File: src/rtl/pwm_deadtime_gen.sv
// Complementary high/low gate driver with independent rising/falling dead times.
// Optional fault latch (fault_i / fault_clr_i / fault_o) enabled by PWM_DEADTIME_FAULT_EN.
module pwm_deadtime_gen #(
  parameter int unsigned Resolution = 16
) (
  input  logic                  clk_i,
  input  logic                  rst_ni,
  input  logic                  enable_i,
  input  logic                  pwm_i,
  input  logic [Resolution-1:0] deadtime_rise_i,
  input  logic [Resolution-1:0] deadtime_fall_i,
`ifdef PWM_DEADTIME_FAULT_EN
  input  logic                  fault_i,
  input  logic                  fault_clr_i,
  output logic                  fault_o,
`endif
  output logic                  pwm_h_o,
  output logic                  pwm_l_o,
  output logic                  dt_active_o
);

  typedef enum logic [2:0] {
    StIdle,
    StLowOn,
    StDtRise,
    StHighOn,
    StDtFall
  } state_e;

  state_e                state_q, state_d;
  logic [Resolution-1:0] cnt_q, cnt_d;
  logic                  pwm_q;
  logic                  h_q, l_q, dt_q;
  logic                  h_d, l_d, dt_d;
  logic                  force_idle;

`ifdef PWM_DEADTIME_FAULT_EN
  logic fault_q, fault_d;

  always_comb begin
    fault_d = fault_q;
    if (fault_i) begin
      fault_d = 1'b1;
    end else if (fault_clr_i) begin
      fault_d = 1'b0;
    end
  end

  // The clearing edge itself still holds IDLE; the FSM resumes on the following edge.
  assign force_idle = fault_i | fault_q | ~enable_i;
  assign fault_o    = fault_q;
`else
  assign force_idle = ~enable_i;
`endif

  always_comb begin
    state_d = state_q;
    cnt_d   = cnt_q;
    if (force_idle) begin
      state_d = StIdle;
      cnt_d   = '0;
    end else begin
      unique case (state_q)
        StIdle, StLowOn: begin
          if (pwm_q) begin
            if (deadtime_rise_i == '0) begin
              state_d = StHighOn;
            end else begin
              state_d = StDtRise;
              cnt_d   = deadtime_rise_i - Resolution'(1);
            end
          end else begin
            state_d = StLowOn;
          end
        end
        StDtRise: begin
          if (!pwm_q) begin
            state_d = StLowOn;
          end else if (cnt_q == '0) begin
            state_d = StHighOn;
          end else begin
            cnt_d = cnt_q - Resolution'(1);
          end
        end
        StHighOn: begin
          if (!pwm_q) begin
            if (deadtime_fall_i == '0) begin
              state_d = StLowOn;
            end else begin
              state_d = StDtFall;
              cnt_d   = deadtime_fall_i - Resolution'(1);
            end
          end
        end
        StDtFall: begin
          if (pwm_q) begin
            state_d = StHighOn;
          end else if (cnt_q == '0) begin
            state_d = StLowOn;
          end else begin
            cnt_d = cnt_q - Resolution'(1);
          end
        end
        default: begin
          state_d = StIdle;
          cnt_d   = '0;
        end
      endcase
    end
  end

  // Outputs decode the next state so they switch on the same edge as the FSM.
  always_comb begin
    h_d  = (state_d == StHighOn);
    l_d  = (state_d == StLowOn);
    dt_d = (state_d == StDtRise) || (state_d == StDtFall);
  end

  always_ff @(posedge clk_i or negedge rst_ni) begin
    if (!rst_ni) begin
      state_q <= StIdle;
      cnt_q   <= '0;
      pwm_q   <= 1'b0;
      h_q     <= 1'b0;
      l_q     <= 1'b0;
      dt_q    <= 1'b0;
`ifdef PWM_DEADTIME_FAULT_EN
      fault_q <= 1'b0;
`endif
    end else begin
      state_q <= state_d;
      cnt_q   <= cnt_d;
      pwm_q   <= pwm_i;
      h_q     <= h_d;
      l_q     <= l_d;
      dt_q    <= dt_d;
`ifdef PWM_DEADTIME_FAULT_EN
      fault_q <= fault_d;
`endif
    end
  end

  assign pwm_h_o     = h_q;
  assign pwm_l_o     = l_q;
  assign dt_active_o = dt_q;

endmodule

File: config.mk
export PLATFORM = sky130hd
export DESIGN_NAME = pwm_deadtime_gen
export DESIGN_NICKNAME = d
export VERILOG_FILES = /design/src/rtl/pwm_deadtime_gen.sv
export SDC_FILE = /design/constraint.sdc
export NUM_CORES = 1
export LEC_CHECK = 0
export ABC_AREA = 0
export CAP_MARGIN = 5
export CORE_MARGIN = 2
export CORE_UTILIZATION = 47
export CTS_CLUSTER_DIAMETER = 200
export CTS_CLUSTER_SIZE = 25
export DETAILED_ROUTE_END_ITERATION = 8
export PLACE_DENSITY = 0.71
export REMOVE_ABC_BUFFERS = 1
export SYNTH_ARGS = -nofsm -noshare
export SYNTH_HDL_FRONTEND = slang
export SYNTH_SLANG_ARGS = --single-unit
File: constraint.sdc
create_clock -name clk_i -period 2.53 [get_ports clk_i]
set_clock_uncertainty 0.1 [all_clocks]
set_input_delay 0.3795 -clock clk_i [delete_from_list [all_inputs] [get_ports clk_i]]
set_output_delay 0.3795 -clock clk_i [all_outputs]
set_load 0.005 [all_outputs]
== Yosys cells after proc, flatten, opt, wreduce, memory -nomap -nowiden ==
Cells that the tools add are included.
Operators by class
  $add $sub $neg: 3
  multipliers: 0
  divide/modulo/power cells: 0
  order comparisons: 0
  equality and inequality tests: 14
  shift-type cells: 0
  multiplexer cells: 19
  bitwise gates (word level): 0
  reduce and logical (&&, ||, !) cells: 7
Operators with widths (number)
  $mux 16: 8
  $pmux 16 s4: 1
  $logic_not 16->1: 3
  $sub 16x1->16 const B: 3
  $mux 3: 8
  $ne 3x3->1 const B: 6
  $eq 3x2->1 const B: 4
  $pmux 3 s4: 1
  $eq 3x1->1 const B: 2
  $eq 3x3->1 const B: 2
  $reduce_and 6->1: 1
  $logic_not 3->1: 1
  $reduce_or 2->1: 1
  $logic_or 1x1->1: 1
  $mux 1: 1
Word-level totals
  register bits: 23
  bits in latches: 0
  bits in writable memories: 0
  bits in read-only memories: 0
  output and inout bits: 3
  memories kept: 0

== Longest topological paths before layout ==
  word-level depth: 7
  gate-level depth with buffers: 11

== Worst setup path before layout ==
Ideal clock, no wire load.
  path type: reg2reg
  from: reg state_q[0]
  to: reg cnt_q[14]
  setup time: 121 ps
  arrival: 2113 ps
  data required time: 2309 ps
  slack: 196 ps
  cell stages (with the launch flop): 12
  buffers on the path: 2
  period minus slack after synthesis: 2334 ps
  cell sequence: dfrtp_1 > buf_2 > nand2b_1 > clkbuf_1 > a21o_1 > nand3_1 > ha_1 > o211ai_1 > and4b_1 > and4_1 > xnor2_1 > a22o_1
Between the ends
  cells in the longest elaborated chain, start to end: 4
RTL lines
  from (decl): line 30  | state_e state_q, state_d;
  from (signal assigned): line 121  | state_q <= StIdle;
  from (signal assigned): line 131  | state_q <= state_d;
  $eq 3x1->1 / $logic_not 3->1 (equally long branches): line 63  | unique case (state_q)
  $reduce_or 2->1: line 63
  $ne 3x3->1 (no line) / $pmux 16 s4 (equally long branches)
  $reduce_and 6->1 (no line) / $mux 16 (equally long branches)
  to (signal assigned): line 132  | cnt_q <= cnt_d;
  to (decl): line 31  | logic [Resolution-1:0] cnt_q, cnt_d;
Parallel ways exist; a longest one is shown, timed or not.
A chain may end at the register's enable or synchronous reset.

== Worst setup path in the final report ==
  from: reg state_q[0]
  to: reg cnt_q[13]
The elaborated chain is that of the path after synthesis.

==> impl_table.tex <==
\begin{tabular}{lr}
\hline
Metric & Value \\
\hline
\multicolumn{2}{l}{\textbf{Worst hold path}} \\
Classification of the worst-slack hold path & input port to async pin \\
\multicolumn{2}{l}{\textbf{Detailed routing}} \\
DR WL/cell & 17.0 um \\
First drt pass iteration count & 4 \\
Via density & 5.89 \\
Number of remaining DRC errors & 0 \\
Initial drt markers & 167 \\
Final wirelength & 6.29 mm \\
Remaining antenna violation count & 0 \\
Via count & 2181 \\
\multicolumn{2}{l}{\textbf{STA}} \\
Final hold vios & 0 \\
Transition time at the pin with the least slew margin & 0.447 ns \\
Unrepaired setup endpoints after global routing & true \\
Final critical-path required period & 2.42 ns \\
Slew Limit Headroom & 70.1\% \\
Fmax & 413 MHz \\
Total negative slack for setup checks & 0 ns \\
Max-slew violation total from the final report & 0 \\
Min Hold Slack & 0.365 ns \\
Final clock period utilization by the worst path & 95.7\% \\
Final setup fails & 0 \\
\multicolumn{2}{l}{\textbf{Synthesis}} \\
\#FFs+latches synth & 23 \\
Most used flip-flop cell after synthesis & sky130\_fd\_sc\_hd\_\_dfrtp\_1 \\
Yosys Warn Count & 0 \\
Netlist area before placement & 2030 um2 \\
Fraction of registers with async set/reset & 100\% \\
Synthesized instance count & 247 \\
Distinct cells, synth & 40 \\
Post-synthesis sequential area ratio & 28.4\% \\
Mean cell area of the mapped netlist & 8.20 um2 \\
Count of flip-flops with a built-in enable after synthesis & 0 \\
\multicolumn{2}{l}{\textbf{Layout}} \\
Number of diodes & 0 \\
Final Util & 69.6\% \\
Final design instance area without fill & 2840 um2 \\
Filler cell count in the final layout & 364 \\
Number of standard cells in the layout, taps in and fillers out & 370 \\
Fraction of layout instances using a drive strength above 1 & 20.9\% \\
Area Overhead vs Synth & 40.4\% \\
Final nets & 358 \\
\multicolumn{2}{l}{\textbf{Power and ir drop}} \\
Total leakage power & 0.00115 uW \\
Power Density & 385 nW/um2 \\
Maximum vdd drop & 0.546 mV \\
\multicolumn{2}{l}{\textbf{Clocking}} \\
Number of buffers created by CTS & 3 \\
CTS tree & built \\
Clock-pin slew on the worst setup and hold paths & 0.08 ns \\
Sink count of the clock tree & 23 \\
Number of buffers on the longest clock path & 2 \\
Clock H-tree levels & 1 \\
Root buf cell & sky130\_fd\_sc\_hd\_\_clkbuf\_8 \\
Clock network latency to the later pin of the worst-skew pair & 0.26 ns \\
\multicolumn{2}{l}{\textbf{GRT}} \\
Leftover overflow at the end of global routing & 0 \\
Vias in the first global route & 2122 \\
Maximum number of pins on one net before global-route repair & 35 \\
GRT Resource Usage Total & 25.7\% \\
Number of antenna violations at the first check in global routing & 0 \\
Wire length of the first global-routing pass & 10.2 mm \\
\multicolumn{2}{l}{\textbf{Setup path}} \\
Kind of cell with the highest combined delay on the critical path & simple AND/OR/NAND/NOR gates \\
Critical-path top delay cell & sky130\_fd\_sc\_hd\_\_dfrtp\_1 \\
Critical Path AT & 2.47 ns \\
CP endpoint kind & register \\
Worst Reg-to-Reg Cells & 7 \\
Cell chain of the critical path & buf\_12, mux2\_2, o211ai\_1, nand3\_2, or2\_1, or3\_1, a32o\_1 \\
Capture point of the worst reg-to-reg path & cnt\_q[13]\$\_DFFE\_PN0P\_ \\
Startpoint of the worst register-to-register path & state\_q[0]\$\_DFF\_PN0\_ \\
Critical path class & register to register \\
Startpoint class of the critical path & register \\
Longest individual stage delay on the worst path & 0.38 ns \\
Number of buffer and inverter instances along the worst setup path & 1 \\
Internal reg-to-reg setup slack & 0.11 ns \\
Worst-path fanout max & 34 \\
Critical Path RT & 2.58 ns \\
\multicolumn{2}{l}{\textbf{Place}} \\
Routability cong. & 0.916 \\
Number of port buffers & 38 \\
Inst Count DP & 365 \\
DP HPWL & 4.82 mm \\
Post-placement cell area & 2760 um2 \\
\multicolumn{2}{l}{\textbf{Die}} \\
Die span in x & 69.7 um \\
Die Footprint & 4850 um2 \\
Overall die height & 69.7 um \\
Initial Util & 49.6\% \\
Ports placed on the boundary & 39 \\
Total core area & 4090 um2 \\
Number of core rows & 23 \\
\multicolumn{2}{l}{\textbf{Outcome}} \\
Run status & finished clean \\
\multicolumn{2}{l}{\textbf{Flow run}} \\
Max-cap violation count & 0 \\
\hline
\end{tabular}
## metrics by stage
step                setup WS (ns)  power (uW)
global route              -0.0237        1160
floorplan                  -0.658         638
detailed placement         -0.218         863
finish                      0.108        1100
CTS                        0.0322        1090
global placement           -0.164         856
## cell usage in the layout (no fill, tap or decap), types with 6 or more instances in the layout
cell                              synthesis  routed
sky130_fd_sc_hd__nor4_1                  12      12
sky130_fd_sc_hd__nor2b_1                 15      15
sky130_fd_sc_hd__o21ai_0                 18      16
sky130_fd_sc_hd__nand3_2                  5       6
sky130_fd_sc_hd__o211ai_1                 6       6
sky130_fd_sc_hd__buf_4                    3      46
sky130_fd_sc_hd__a21oi_1                  6       6
sky130_fd_sc_hd__xnor2_1                 11      11
sky130_fd_sc_hd__nor2_1                  10       9
sky130_fd_sc_hd__nor3_1                  17      15
sky130_fd_sc_hd__nand2_1                 20      20
sky130_fd_sc_hd__a21o_1                  11      11
sky130_fd_sc_hd__dfrtp_1                 23      21
sky130_fd_sc_hd__clkdlybuf4s50_1          0      38
sky130_fd_sc_hd__mux2i_1                 13      13
sky130_fd_sc_hd__nand2b_1                 8       8
sky130_fd_sc_hd__a22o_1                  10      10
## final cells by class
cell class | instances | area, um2 | share of cell area [%]
sequential | 23 | 578 | 20.3
clock buffer | 4 | 45.0 | 1.58
multi-input combinational | 207 | 1390 | 49.0
timing repair buffer | 86 | 766 | 26.9
tap | 50 | 62.6 | 2.20
## flip-flops by register name, summed over array words and instances (netlist names)
| name | flops |
|---|---|
| dt_active_o | 1 |
| pwm_l_o | 1 |
| pwm_h_o | 1 |
| cnt_q | 16 |
| pwm_q | 1 |
| state_q | 3 |
## Yosys cell counts, drive strengths merged, types with 6 or more instances
cell    number  area, um2
nor3        17       85.1
nor2        10       37.5
a21oi        6       30.0
a21o        11       82.6
nand3       11       80.1
xnor2       11       96.3
dfrtp       23        576
nand2b       8       50.1
a22o        10       87.6
nor2b       15       93.8
nor4        12       75.1
o211ai       6       45.0
mux2i       13        130
nand2       20       75.1
buf         13       72.6
o21ai       19       95.1
## kinds of logic after synthesis
logic type / count (synthesis) / synth area share, %
xor+xnor: 12 / 5.19
compound gates: 64 / 21.7
buf+inv: 17 / 4.39
simple gates: 116 / 32.7
mux: 14 / 6.98
fa+ha+maj: 1 / 0.618
flops: 23 / 28.4
## repair_timing
| action | in CTS | in global routing |
|---|---|---|
| hold buffers | 0 | 0 |
| gates resized for setup | 0 | 11 |
| setup endpoints to repair | 0 | 12 |
| setup buffers | 0 | 1 |
## metal layers
layer | vias to the layer above | GRT usage [%] | routed length, um
met5 | - | 0 | 0
met4 | 0 | 4.70 | 47
met3 | 4 | 2.33 | 331
met2 | 57 | 41.7 | 2960
met1 | 1047 | 37.8 | 2950
li1 | 1073 | - | -
## worst max path at each step
stage / start / end / slack (ns) / cells past startpoint
finish: state_q[0]$_DFF_PN0_ / cnt_q[13]$_DFFE_PN0P_ / 0.11 / 7
CTS: deadtime_fall_i[9] / cnt_q[13]$_DFFE_PN0P_ / 0.03 / 9
floorplan: state_q[1]$_DFF_PN0_ / cnt_q[13]$_DFFE_PN0P_ / -0.66 / 7
global route: state_q[1]$_DFF_PN0_ / cnt_q[13]$_DFFE_PN0P_ / -0.02 / 8
global placement: deadtime_fall_i[9] / cnt_q[13]$_DFFE_PN0P_ / -0.16 / 8
detailed placement: deadtime_fall_i[9] / cnt_q[13]$_DFFE_PN0P_ / -0.22 / 9
## where the power goes
group	internal (uW)	total [uW]	switching, uW
logic	233	445	212
clock network	112	222	109
registers	395	429	33.8
total	740	1100	355
Power figures use the tool's default switching activity.
